$ cat config.mk
export PLATFORM = sky130hd
export DESIGN_NAME = sample_fetch_arbiter
export DESIGN_NICKNAME = d
export VERILOG_FILES = /design/src/rtl/sample_fetch_arbiter.sv
export SDC_FILE = /design/constraint.sdc
export NUM_CORES = 1
export LEC_CHECK = 0
export CAP_MARGIN = 20
export CORE_ASPECT_RATIO = 2
export CORE_MARGIN = 2
export CORE_UTILIZATION = 53
export DETAILED_ROUTE_END_ITERATION = 8
export PLACE_DENSITY = 0.81
export SETUP_SLACK_MARGIN = 0.2
export SYNTH_ARGS = -nofsm -noshare
export SYNTH_HDL_FRONTEND = slang
export SYNTH_SLANG_ARGS = --single-unit
$ cat constraint.sdc
create_clock -name clk -period 5.05 [get_ports clk]
set_input_delay 0.7575 -clock clk [delete_from_list [all_inputs] [get_ports clk]]
set_output_delay 0.7575 -clock clk [all_outputs]
set_load 0.1 [all_outputs]
$ cat src/rtl/sample_fetch_arbiter.sv
// -----------------------------------------------------------------------------
// sample_fetch_arbiter
//
// Shares one read port of the encoded sample memory between NUM_CHANNELS
// channels. Each channel can hold one pending request, with its address
// buffered. Pending requests are granted round-robin, one per cycle. Read data
// comes back to the requester with a one-hot valid strobe, in grant order.
//
// Handshake semantics: there is no ready/backpressure anywhere. ch_req is a
// one-cycle strobe that is always accepted; a repeat strobe before the grant
// only replaces the buffered address. ch_valid is a one-cycle one-hot strobe
// that the owning channel must consume in the cycle it fires. mem_rd is a
// one-cycle read strobe; mem_rdata is taken exactly MEM_LATENCY cycles later.
//
// Optional feature macro: FETCH_PRIO_EN
//   defined   : channel 0 has strict priority and does not move the RR pointer
//   undefined : pure round-robin over all channels
//
// Ports:
//   clk        in   system clock
//   rst        in   synchronous reset, active low
//   ch_req     in   per-channel request strobe
//   ch_addr    in   packed request addresses, channel i at [i*ADDR_WIDTH +: ADDR_WIDTH]
//   ch_valid   out  one-hot return strobe
//   ch_data    out  returned sample delta (shared)
//   mem_addr   out  memory read address
//   mem_rd     out  memory read strobe
//   mem_rdata  in   memory read data, MEM_LATENCY cycles after mem_rd
//   busy       out  any request pending or in flight
// -----------------------------------------------------------------------------
module sample_fetch_arbiter #(
   parameter int NUM_CHANNELS = 4,
   parameter int ADDR_WIDTH   = 32,
   parameter int DATA_WIDTH   = 12,
   parameter int MEM_LATENCY  = 1
) (
   input  logic                               clk,
   input  logic                               rst,
   input  logic [NUM_CHANNELS-1:0]            ch_req,
   input  logic [NUM_CHANNELS*ADDR_WIDTH-1:0] ch_addr,
   output logic [NUM_CHANNELS-1:0]            ch_valid,
   output logic [DATA_WIDTH-1:0]              ch_data,
   output logic [ADDR_WIDTH-1:0]              mem_addr,
   output logic                               mem_rd,
   input  logic [DATA_WIDTH-1:0]              mem_rdata,
   output logic                               busy
);

   localparam int IW = $clog2(NUM_CHANNELS);
   localparam logic [IW-1:0] LAST_IDX = IW'(NUM_CHANNELS - 1);

   logic [NUM_CHANNELS-1:0] pending_q, pending_d;
   logic [ADDR_WIDTH-1:0]   addr_buf_q [NUM_CHANNELS];
   logic [IW-1:0]           rr_q, rr_d;

   logic                    gnt_vld;
   logic [IW-1:0]           gnt_idx;
   logic [IW-1:0]           cand;
   int                      sum;

   logic                    mem_rd_q;
   logic [ADDR_WIDTH-1:0]   mem_addr_q;
   logic [IW-1:0]           rd_idx_q;      // channel owning the read now on the port

   logic [MEM_LATENCY-1:0]  tag_vld_q;
   logic [IW-1:0]           tag_idx_q [MEM_LATENCY];

   logic [NUM_CHANNELS-1:0] ch_valid_q;
   logic [DATA_WIDTH-1:0]   ch_data_q;
   logic [NUM_CHANNELS-1:0] ret_onehot;

   // Round-robin search. The loop runs from the farthest offset down to the
   // pointer itself so the closest pending channel is the last one written.
   always_comb begin
      gnt_vld = 1'b0;
      gnt_idx = '0;
      cand    = '0;
      sum     = 0;
      rr_d    = rr_q;
      for (int k = NUM_CHANNELS - 1; k >= 0; k--) begin
         sum = int'(rr_q) + k;
         if (sum >= NUM_CHANNELS) sum = sum - NUM_CHANNELS;
         cand = IW'(sum);
         if (pending_q[cand]) begin
            gnt_vld = 1'b1;
            gnt_idx = cand;
         end
      end
      if (gnt_vld) rr_d = (gnt_idx == LAST_IDX) ? '0 : gnt_idx + IW'(1);
`ifdef FETCH_PRIO_EN
      // Channel 0 overrides the rotation and leaves the pointer where it is.
      if (pending_q[0]) begin
         gnt_vld = 1'b1;
         gnt_idx = '0;
         rr_d    = rr_q;
      end
`endif
   end

   // Grant clears first, capture sets afterwards: a channel granted and
   // re-requested on the same edge stays pending for a second fetch.
   always_comb begin
      pending_d = pending_q;
      if (gnt_vld) pending_d[gnt_idx] = 1'b0;
      pending_d = pending_d | ch_req;
   end

   always_comb begin
      ret_onehot = NUM_CHANNELS'(1) << tag_idx_q[MEM_LATENCY-1];
   end

   always_ff @(posedge clk) begin
      if (!rst) begin
         pending_q  <= '0;
         rr_q       <= '0;
         mem_rd_q   <= 1'b0;
         mem_addr_q <= '0;
         rd_idx_q   <= '0;
         tag_vld_q  <= '0;
         ch_valid_q <= '0;
         ch_data_q  <= '0;
         for (int i = 0; i < NUM_CHANNELS; i++) addr_buf_q[i] <= '0;
         for (int k = 0; k < MEM_LATENCY; k++) tag_idx_q[k] <= '0;
      end else begin
         pending_q <= pending_d;
         rr_q      <= rr_d;
         for (int i = 0; i < NUM_CHANNELS; i++) begin
            if (ch_req[i]) addr_buf_q[i] <= ch_addr[i*ADDR_WIDTH +: ADDR_WIDTH];
         end

         // The grant reads the buffer value from before this edge's capture.
         mem_rd_q <= gnt_vld;
         if (gnt_vld) begin
            mem_addr_q <= addr_buf_q[gnt_idx];
            rd_idx_q   <= gnt_idx;
         end

         // Tag enters the pipe as the read leaves the port, so the last
         // stage lines up with the cycle mem_rdata is valid.
         tag_vld_q[0] <= mem_rd_q;
         tag_idx_q[0] <= rd_idx_q;
         for (int k = 1; k < MEM_LATENCY; k++) begin
            tag_vld_q[k] <= tag_vld_q[k-1];
            tag_idx_q[k] <= tag_idx_q[k-1];
         end

         if (tag_vld_q[MEM_LATENCY-1]) begin
            ch_valid_q <= ret_onehot;
            ch_data_q  <= mem_rdata;
         end else begin
            ch_valid_q <= '0;
         end
      end
   end

   assign mem_rd   = mem_rd_q;
   assign mem_addr = mem_addr_q;
   assign ch_valid = ch_valid_q;
   assign ch_data  = ch_data_q;
   assign busy     = (|pending_q) | (|tag_vld_q) | mem_rd_q;

endmodule

==> results of run 1 <==
-- cell families after synthesis --
| logic type | share of synthesized area |
|---|---|
| mux | 0.0542 |
| compound gates | 0.0993 |
| flops | 0.636 |
| fa+ha+maj | 0.00158 |
| simple gates | 0.174 |
| buf+inv | 0.0347 |
-- metal layers --
layer,part of all wire,up-vias,GRT usage
met2,0.56,283,0.511
li1,-,2726,-
met1,0.33,2741,0.270
met5,0,-,0
met4,0.057,0,0.163
met3,0.048,66,0.0481
-- cells in the mapped netlist, types with 4 or more instances --
cell type and number:
nand2_1 37, nor2b_1 16, clkbuf_1 41, and2_1 4, a21boi_0 34, and3_1 160, o21a_1 4, buf_2 11
dfxtp_1 60, nand2b_1 4, o21ai_1 31, edfxtp_1 128, o211ai_1 31, mux2i_1 43
-- worst max-delay path, cell delays in order, from the launching register on --
cell and delay [ns]:
dfxtp_1 0.37, or4_4 0.60, or3_1 0.33, clkdlybuf4s50_1 0.97
-- worst paths after layout --
check / end / from / cells after the start
max: busy / pending_q[1]$_SDFF_PN0_ / 3
min: ch_valid[1]$_SDFF_PP0_ / tag_idx_q[0][1]$_SDFF_PN0_ / 1
max reg2reg: mem_addr[26]$_SDFFE_PN0N_ / pending_q[2]$_SDFF_PN0_ / 6
min reg2reg: ch_valid[1]$_SDFF_PP0_ / tag_idx_q[0][1]$_SDFF_PN0_ / 1
-- state kept, by name, indices dropped and copies added, names as in the netlist --
register	flops
tag_vld_q	1
pending_q	4
rd_idx_q	2
ch_valid	4
mem_addr	32
ch_data	12
tag_idx_q	2
rr_q	2
mem_rd	1
addr_buf_q	128
-- layout make-up --
class,instances,area (um^2),share of cell area
flip-flops and latches,188,5040,0.479
inverters,5,21.3,0.00202
multi-input cells,393,2620,0.249
clock inverters,9,60.1,0.00570
clock buffers,23,479,0.0455
well taps,195,244,0.0232
repair buffers,206,2060,0.196
-- where the power goes --
part	switching [uW]	internal, uW
registers	74.6	1800
clock network	548	675
logic	665	331
total	1290	2800
-- per-stage QoR --
step | setup slack, ns | hold WS (ns) | util
after floorplan | 2.54 | 0.413 | -
after CTS | 1.58 | 0.452 | 0.713
final | 1.59 | 0.454 | 0.715
after global placement | 2.07 | 0.435 | 0.675
after detailed placement | 1.97 | 0.447 | 0.677
after global routing | 1.52 | 0.481 | 0.715
==> results.py, run 1 <==
metrics = {
    "run_status": {
        "outcome": "complete, no violations",
    },
    "floorplanning": {
        "die_area_um2": 16000,
        "die_y_um": 177,
        "fp-row-count": 63,
        "io_pins": 196,
        "core_area_um2": 14700,
        "die_x_um": 90.5,
        "start_util": 0.538,
    },
    "clock_network": {
        "cts_resized": 0,
        "cts.htree.levels": 4,
        "clock_sinks": 188,
        "cts_tree": "yes",
        "hold_buffers": 0,
        "cts_setup_buffers": 0,
        "cts_inserted_buffers": 17,
        "cts_buffer_depth": 2,
        "clockRootBuffer": "clkbuf_16",
        "clk-insertion-delay-late_ns": 0.43,
        "clkSlewWorstSetupHoldPaths_ns": 0.06,
    },
    "power_and_ir_drop": {
        "p_total_uw": 4090,
        "leakage_uw": 0.00434,
        "powerDensity_nw_per_um2": 388,
        "peakVddDrop_uv": 233,
    },
    "place": {
        "port_buffers": 195,
        "dp.cells": 986,
        "place_congestion": 0.980,
        "place_area_um2": 9980,
        "dp_hpwl_um": 15400,
    },
    "min_path": {
        "hold_class": "flip-flop to flip-flop",
    },
    "timing": {
        "slew_headroom": 0.326,
        "drv_slew": 0,
        "hold_violations": 0,
        "fin_skew_ns": 0.00962,
        "finalCritPeriodShare": 0.686,
        "setup_viol": 0,
        "max_freq_mhz": 289,
        "rsz0062_at_grt": "no",
        "tns_ns": 0,
        "tightest_slew_ns": 1.01,
        "fin_crit_ns": 3.46,
    },
    "logic_synthesis": {
        "ys_ff_latch": 188,
        "yosysTopAreaCell": "edfxtp_1",
        "synth_top_area_share": 0.484,
        "synthTopCellsByArea": "edfxtp_1 (48%), dfxtp_1 (15%), and3_1 (13%), mux2i_1 (5.4%), a21boi_0 (3.2%)",
        "synth-main-ff-cell": "edfxtp_1",
        "ys_seq_area_frac": 0.636,
        "synth_nets": 790,
        "ys.warnings.count": 0,
        "syn-cell-area_um2": 7940,
        "async_flop_share": 0,
        "synth_cells": 643,
        "synth-edff-count": 128,
        "syn_area_per_cell_um2": 12.3,
        "synth.distinct_cells": 42,
    },
    "drt": {
        "ant_nets": 0,
        "drtIter0Drc": 359,
        "dr.pass1.iters": 5,
        "viasPerCell": 5.71,
        "num_vias": 5816,
        "drc_errors": 0,
        "wl_um": 21400,
        "routedWlPerCell_um": 21.0,
    },
    "worst_setup_path": {
        "crit_arrival_ns": 2.71,
        "worst_setup_path_end_kind": "primary output",
        "required_ns": 4.29,
        "worstSetupStartpointType": "flip-flop",
        "r2r_slack_ns": 2.30,
        "path_class": "flip-flop to primary output",
        "critPathMaxFanout": 6,
    },
    "final_layout": {
        "final_cell_mix": "clkdlybuf4s50_1 (194), and3_1 (160), edfxtp_1 (128)",
        "n_antenna_cell": 0,
        "layoutNonFillerInstCount": 1019,
        "n_fill_cell": 1045,
        "syn_to_final_growth_pct": 32.8,
        "drive_gt1_frac": 0.0619,
        "layout_commonest_cell": "clkdlybuf4s50_1",
        "nets": 958,
        "final_cell_area_um2": 10500,
    },
    "global_routing": {
        "grt_use_total": 0.270,
        "grt.overflow.total": 0,
        "grt_pass1_wl_um": 32400,
        "grt_pass1_vias": 6072,
        "antenna_found_initial": 0,
        "grt_start_max_net_pins": 64,
    },
    "flow_run": {
        "maxCapViolCount": 0,
    },
}
No activity file was read; power rests on OpenSTA's default activity.
==> run 2: changes to the inputs <==
- CORE_UTILIZATION: 53 -> 45
- PLACE_DENSITY: 0.81 -> 0.73
- clock period: 5.05 -> 2.8 ns (I/O delays scaled with it)
==> run 2 against run 1 <==
Power rose by 84%. Sequential power rose by 80%. Combinational power rose by 75%. Register-to-register slack got worse by 1.6 ns. Core utilization fell by 11 points. First-iteration DRC count fell by 8.9%. Via count fell by 1.3%. Critical path depth did not move. Count of clock-buffer cells in the layout fell by 2. Worst setup slack got worse by 1.2 ns. Routed wire length fell by 6.9%. Largest cell class unchanged. Highest routed layer unchanged.
==> results.py, run 2 (synthesis results as in run 1) <==
metrics = {
    "final_layout": {
        "n_antenna_cell": 0,
        "top_register": "addr_buf_q",
        "largest_reg_flops": 128,
        "final_cell_mix": "and3_1 (160), clkdlybuf4s50_1 (144), edfxtp_1 (128)",
        "layout_commonest_cell": "and3_1",
        "nets": 963,
        "drive_gt1_frac": 0.134,
        "finish.utilization": 0.608,
        "syn_to_final_growth_pct": 32.3,
    },
    "clock_network": {
        "cts.htree.levels": 4,
        "clockRootBuffer": "clkbuf_16",
        "cts_resized": 0,
        "clock_sinks": 188,
        "hold_buffers": 0,
        "cts_buffer_depth": 2,
        "clkSlewWorstSetupHoldPaths_ns": 0.06,
        "cts_inserted_buffers": 17,
        "clk-insertion-delay-late_ns": 0.44,
        "cts_tree": "yes",
        "cts_setup_buffers": 0,
    },
    "power_and_ir_drop": {
        "peakVddDrop_uv": 360,
        "powerDensity_nw_per_um2": 717,
        "leakage_uw": 0.00446,
    },
    "min_path": {
        "hold_end": "ch_valid[1]$_SDFF_PP0_",
        "hold_class": "flip-flop to flip-flop",
        "hold_start": "tag_idx_q[0][1]$_SDFF_PN0_",
        "min_path_cells": 1,
    },
    "drt": {
        "routedWlPerCell_um": 19.2,
        "ant_nets": 0,
        "drtIter0Drc": 327,
        "dr.pass1.iters": 5,
        "wl_um": 19900,
        "drc_errors": 0,
        "viasPerCell": 5.52,
        "num_vias": 5738,
    },
    "floorplanning": {
        "die_area_um2": 18800,
        "die_x_um": 97.9,
        "fp-row-count": 68,
        "die_y_um": 192,
        "io_pins": 196,
        "core_area_um2": 17300,
        "start_util": 0.459,
    },
    "global_routing": {
        "grt_pass1_wl_um": 30600,
        "grt_use_total": 0.215,
        "grt.busiest_layer": "met2",
        "antenna_found_initial": 0,
        "met2_usage": 0.403,
        "grt_use_met3": 0.0389,
        "grt_pass1_vias": 5941,
        "grt_start_max_net_pins": 69,
        "grt.overflow.total": 0,
        "use_met1": 0.227,
    },
    "worst_setup_path": {
        "path_class": "flip-flop to primary output",
        "reg2reg_to": "mem_addr[23]$_SDFFE_PN0N_",
        "crit_arrival_ns": 1.97,
        "rr_worst_depth": 5,
        "timing.rr.start": "pending_q[1]$_SDFF_PN0_",
        "worst_setup_path_end_kind": "primary output",
        "required_ns": 2.38,
        "critPathMaxFanout": 6,
        "worstSetupStartpointType": "flip-flop",
        "r2r_slack_ns": 0.74,
    },
    "timing": {
        "drv_slew": 0,
        "fin_skew_ns": 0.00934,
        "tns_ns": 0,
        "tightest_slew_ns": 0.814,
        "slew_headroom": 0.457,
        "hold_violations": 0,
        "fin_crit_ns": 2.39,
        "finalCritPeriodShare": 0.852,
        "max_freq_mhz": 419,
        "rsz0062_at_grt": "no",
        "setup_viol": 0,
    },
    "place": {
        "place_congestion": 0.870,
        "port_buffers": 195,
        "dp_hpwl_um": 14400,
    },
    "run_status": {
        "outcome": "complete, no violations",
    },
    "flow_run": {
        "maxCapViolCount": 0,
    },
}
-- run 2: changes by cell type in the layout (fill, tap and decap cells not counted), moves of 2 or more --
cell	before	now
buf_4	10	67
bufinv_16	0	2
clkdlybuf4s50_1	194	144
clkinv_2	3	0
clkinv_4	0	2
nand2b_1	4	0
nand2b_2	0	4
-- run 2: power breakdown --
group	total (uW)	internal, uW	switching (uW)
combinational	1740	567	1180
sequential	3370	3240	131
clock	2410	1380	1030
-- run 2: per-stage QoR --
step / hold WS, ns / instance area (um^2) / power [uW] / setup slack, ns / instances
after floorplan: 0.413 / 7940 / 4610 / 0.632 / 643
after global placement: 0.422 / 9900 / 5120 / 0.885 / 1007
after detailed placement: 0.441 / 9900 / 5180 / 0.776 / 1007
after CTS: 0.456 / 10500 / 7570 / 0.406 / 1039
after global routing: 0.469 / 10500 / 7780 / 0.366 / 1039
final: 0.453 / 10500 / 7530 / 0.414 / 1039
-- run 2: worst max-delay path by stage --
| stage | cells past startpoint | startpoint | endpoint |
|---|---|---|---|
| 2_1_floorplan | 1 | mem_rd$_SDFF_PN0_ | busy |
| 3_3_place_gp | 2 | ch_req[0] | addr_buf_q[0][25]$_SDFFCE_PN0P_ |
| 3_5_place_dp | 5 | pending_q[0]$_SDFF_PN0_ | mem_addr[4]$_SDFFE_PN0N_ |
| 4_1_cts | 3 | pending_q[1]$_SDFF_PN0_ | busy |
| 5_1_grt | 3 | pending_q[1]$_SDFF_PN0_ | busy |
| 6_report | 3 | pending_q[1]$_SDFF_PN0_ | busy |
-- run 2: layer usage --
metal / vias to the layer above / wire length, um
met3: 50 / 939
met1: 2743 / 7150
met5: - / 0
li1: 2732 / -
met4: 0 / 745
met2: 213 / 11100
-- run 2: layout make-up --
cell class | count | area [um^2]
clock buffer | 21 | 462
clock inverter | 11 | 130
fill | 1342 | 6780
inverter | 5 | 21.3
multi-input combinational | 393 | 2630
sequential | 188 | 5040
tap | 210 | 263
timing repair buffer | 211 | 1940
-- run 2: worst max-delay path, cell delays in order, from the launching register on --
cell and delay [ns]:
dfxtp_1 0.37, or4_4 0.60, or3_1 0.33, buf_4 0.24
==> run 3: changes to the inputs <==
- CORE_UTILIZATION: 45 -> 42
- PLACE_DENSITY: 0.73 -> 0.68
==> run 3 against run 2 <==
Combinational power about the same. Global-route usage grew 0.11 points. Sequential share of layout area barely moved. Critical endpoint unchanged.
==> results.py, run 3 (synthesis results as in run 1) <==
metrics = {
    "run_status": {
        "outcome": "complete, no violations",
    },
    "timing": {
        "hold_violations": 0,
        "setup_viol": 0,
        "fin_crit_ns": 2.37,
        "tightest_slew_ns": 0.622,
        "drv_slew": 0,
        "slew_headroom": 0.584,
        "rsz0062_at_grt": "no",
        "tns_ns": 0,
        "setup_ws_ns": 0.428,
        "finalCritPeriodShare": 0.847,
        "max_freq_mhz": 422,
        "timing.hold.ws_ns": 0.406,
        "fin_skew_ns": 0.00927,
    },
    "global_routing": {
        "grt.overflow.total": 0,
        "grt_pass1_vias": 5965,
        "grt_start_max_net_pins": 63,
        "antenna_found_initial": 0,
        "grt_pass1_wl_um": 32000,
        "grt_use_total": 0.216,
    },
    "worst_setup_path": {
        "cp_slowest_cell": "or4_4",
        "slowest_delay_ns": 0.60,
        "critPathMaxFanout": 6,
        "path_class": "flip-flop to primary output",
        "path_buf_inv": 1,
        "worstSetupStartpointType": "flip-flop",
        "critPathLaunch": "pending_q[1]$_SDFF_PN0_",
        "worst_setup_path_end_kind": "primary output",
        "required_ns": 2.38,
        "crit_family": "simple AND/OR/NAND/NOR gates",
        "timing.rr.start": "rr_q[0]$_SDFFE_PN0N_",
        "crit_arrival_ns": 1.95,
        "worstPathCellList": "or4_4 -> or3_1 -> buf_4",
    },
    "final_layout": {
        "drive_gt1_frac": 0.135,
        "nets": 966,
        "regArea_um2": 5040,
        "top_register": "addr_buf_q",
        "final_cell_mix": "and3_1 (160), clkdlybuf4s50_1 (144), edfxtp_1 (128)",
        "n_antenna_cell": 0,
        "multi_input_area_um2": 2620,
        "layout_commonest_cell": "and3_1",
        "final_cell_area_um2": 10500,
        "finish.utilization": 0.563,
        "largest_reg_flops": 128,
        "n_fill_cell": 1579,
        "syn_to_final_growth_pct": 32.2,
    },
    "drt": {
        "viasPerCell": 5.41,
        "route.met2.wl_um": 12500,
        "wl_um": 21400,
        "drtIter0Drc": 324,
        "top_layer": "met4",
        "drc_errors": 0,
        "num_vias": 5685,
        "wl_met1_um": 7310,
        "ant_nets": 0,
        "dr.pass1.iters": 4,
        "routedWlPerCell_um": 20.3,
        "wl_met3_um": 819,
    },
    "min_path": {
        "hold_start": "rst",
        "hold_class": "primary input to flip-flop",
    },
    "floorplanning": {
        "core_area_um2": 18700,
        "io_pins": 196,
        "die_x_um": 101,
        "die_y_um": 198,
        "start_util": 0.425,
        "die_area_um2": 20100,
        "fp-row-count": 71,
    },
    "power_and_ir_drop": {
        "leakage_uw": 0.00446,
        "peakVddDrop_uv": 371,
        "powerDensity_nw_per_um2": 709,
    },
    "place": {
        "pre_cts_ws_ns": 0.729,
        "dp_hpwl_um": 15700,
        "port_buffers": 195,
        "place_area_um2": 9930,
        "place_congestion": 0.894,
    },
    "clock_network": {
        "hold_buffers": 0,
        "cts_resized": 0,
        "cts_buffer_depth": 2,
        "clock_sinks": 188,
        "clkSlewWorstSetupHoldPaths_ns": 0.07,
        "cts.htree.levels": 4,
        "cts_inserted_buffers": 17,
        "cts_tree": "yes",
        "clk-insertion-delay-late_ns": 0.43,
        "clockRootBuffer": "clkbuf_16",
        "cts_setup_buffers": 0,
    },
    "flow_run": {
        "maxCapViolCount": 0,
    },
}
run 3: changes by cell type in the layout (fill, tap and decap cells not counted), sizes merged:
| cell | change |
|---|---|
| buf | +3 |
| bufinv | -1 |
| clkbuf | -3 |
| clkinv | +4 |
run 3: cell type report:
type / count / area share
clock buffer: 18 / 0.0409
clock inverter: 14 / 0.0130
inverter: 5 / 0.00203
multi-input combinational: 393 / 0.250
sequential: 188 / 0.481
tap: 219 / 0.0261
timing repair buffer: 214 / 0.187
run 3: power breakdown:
group | total (uW) | switching [uW] | internal (uW)
combinational | 1760 | 1200 | 562
sequential | 3370 | 135 | 3240
clock | 2300 | 1060 | 1250
total | 7440 | 2390 | 5050
run 3: layer usage:
layer  up-vias  track usage
li1       2742            -
met1      2729        0.211
met2       180        0.431
met3        34       0.0323
met4         0       0.0931
met5         -            0
run 3: final timing paths:
check,endpoint,depth (start not counted),slack (ns)
worst min-delay path,pending_q[2]$_SDFF_PN0_,2,0.41
worst max register to register,mem_addr[6]$_SDFFE_PN0N_,5,0.75
worst max-delay path,busy,3,0.43
worst min register to register,ch_valid[1]$_SDFF_PP0_,1,0.45
run 3: metrics by stage:
stage / cells / total power (uW)
finish: 1051 / 7440
global route: 1051 / 7690
CTS: 1051 / 7480
detailed placement: 1019 / 5200
global placement: 1019 / 5160
floorplan: 643 / 4610
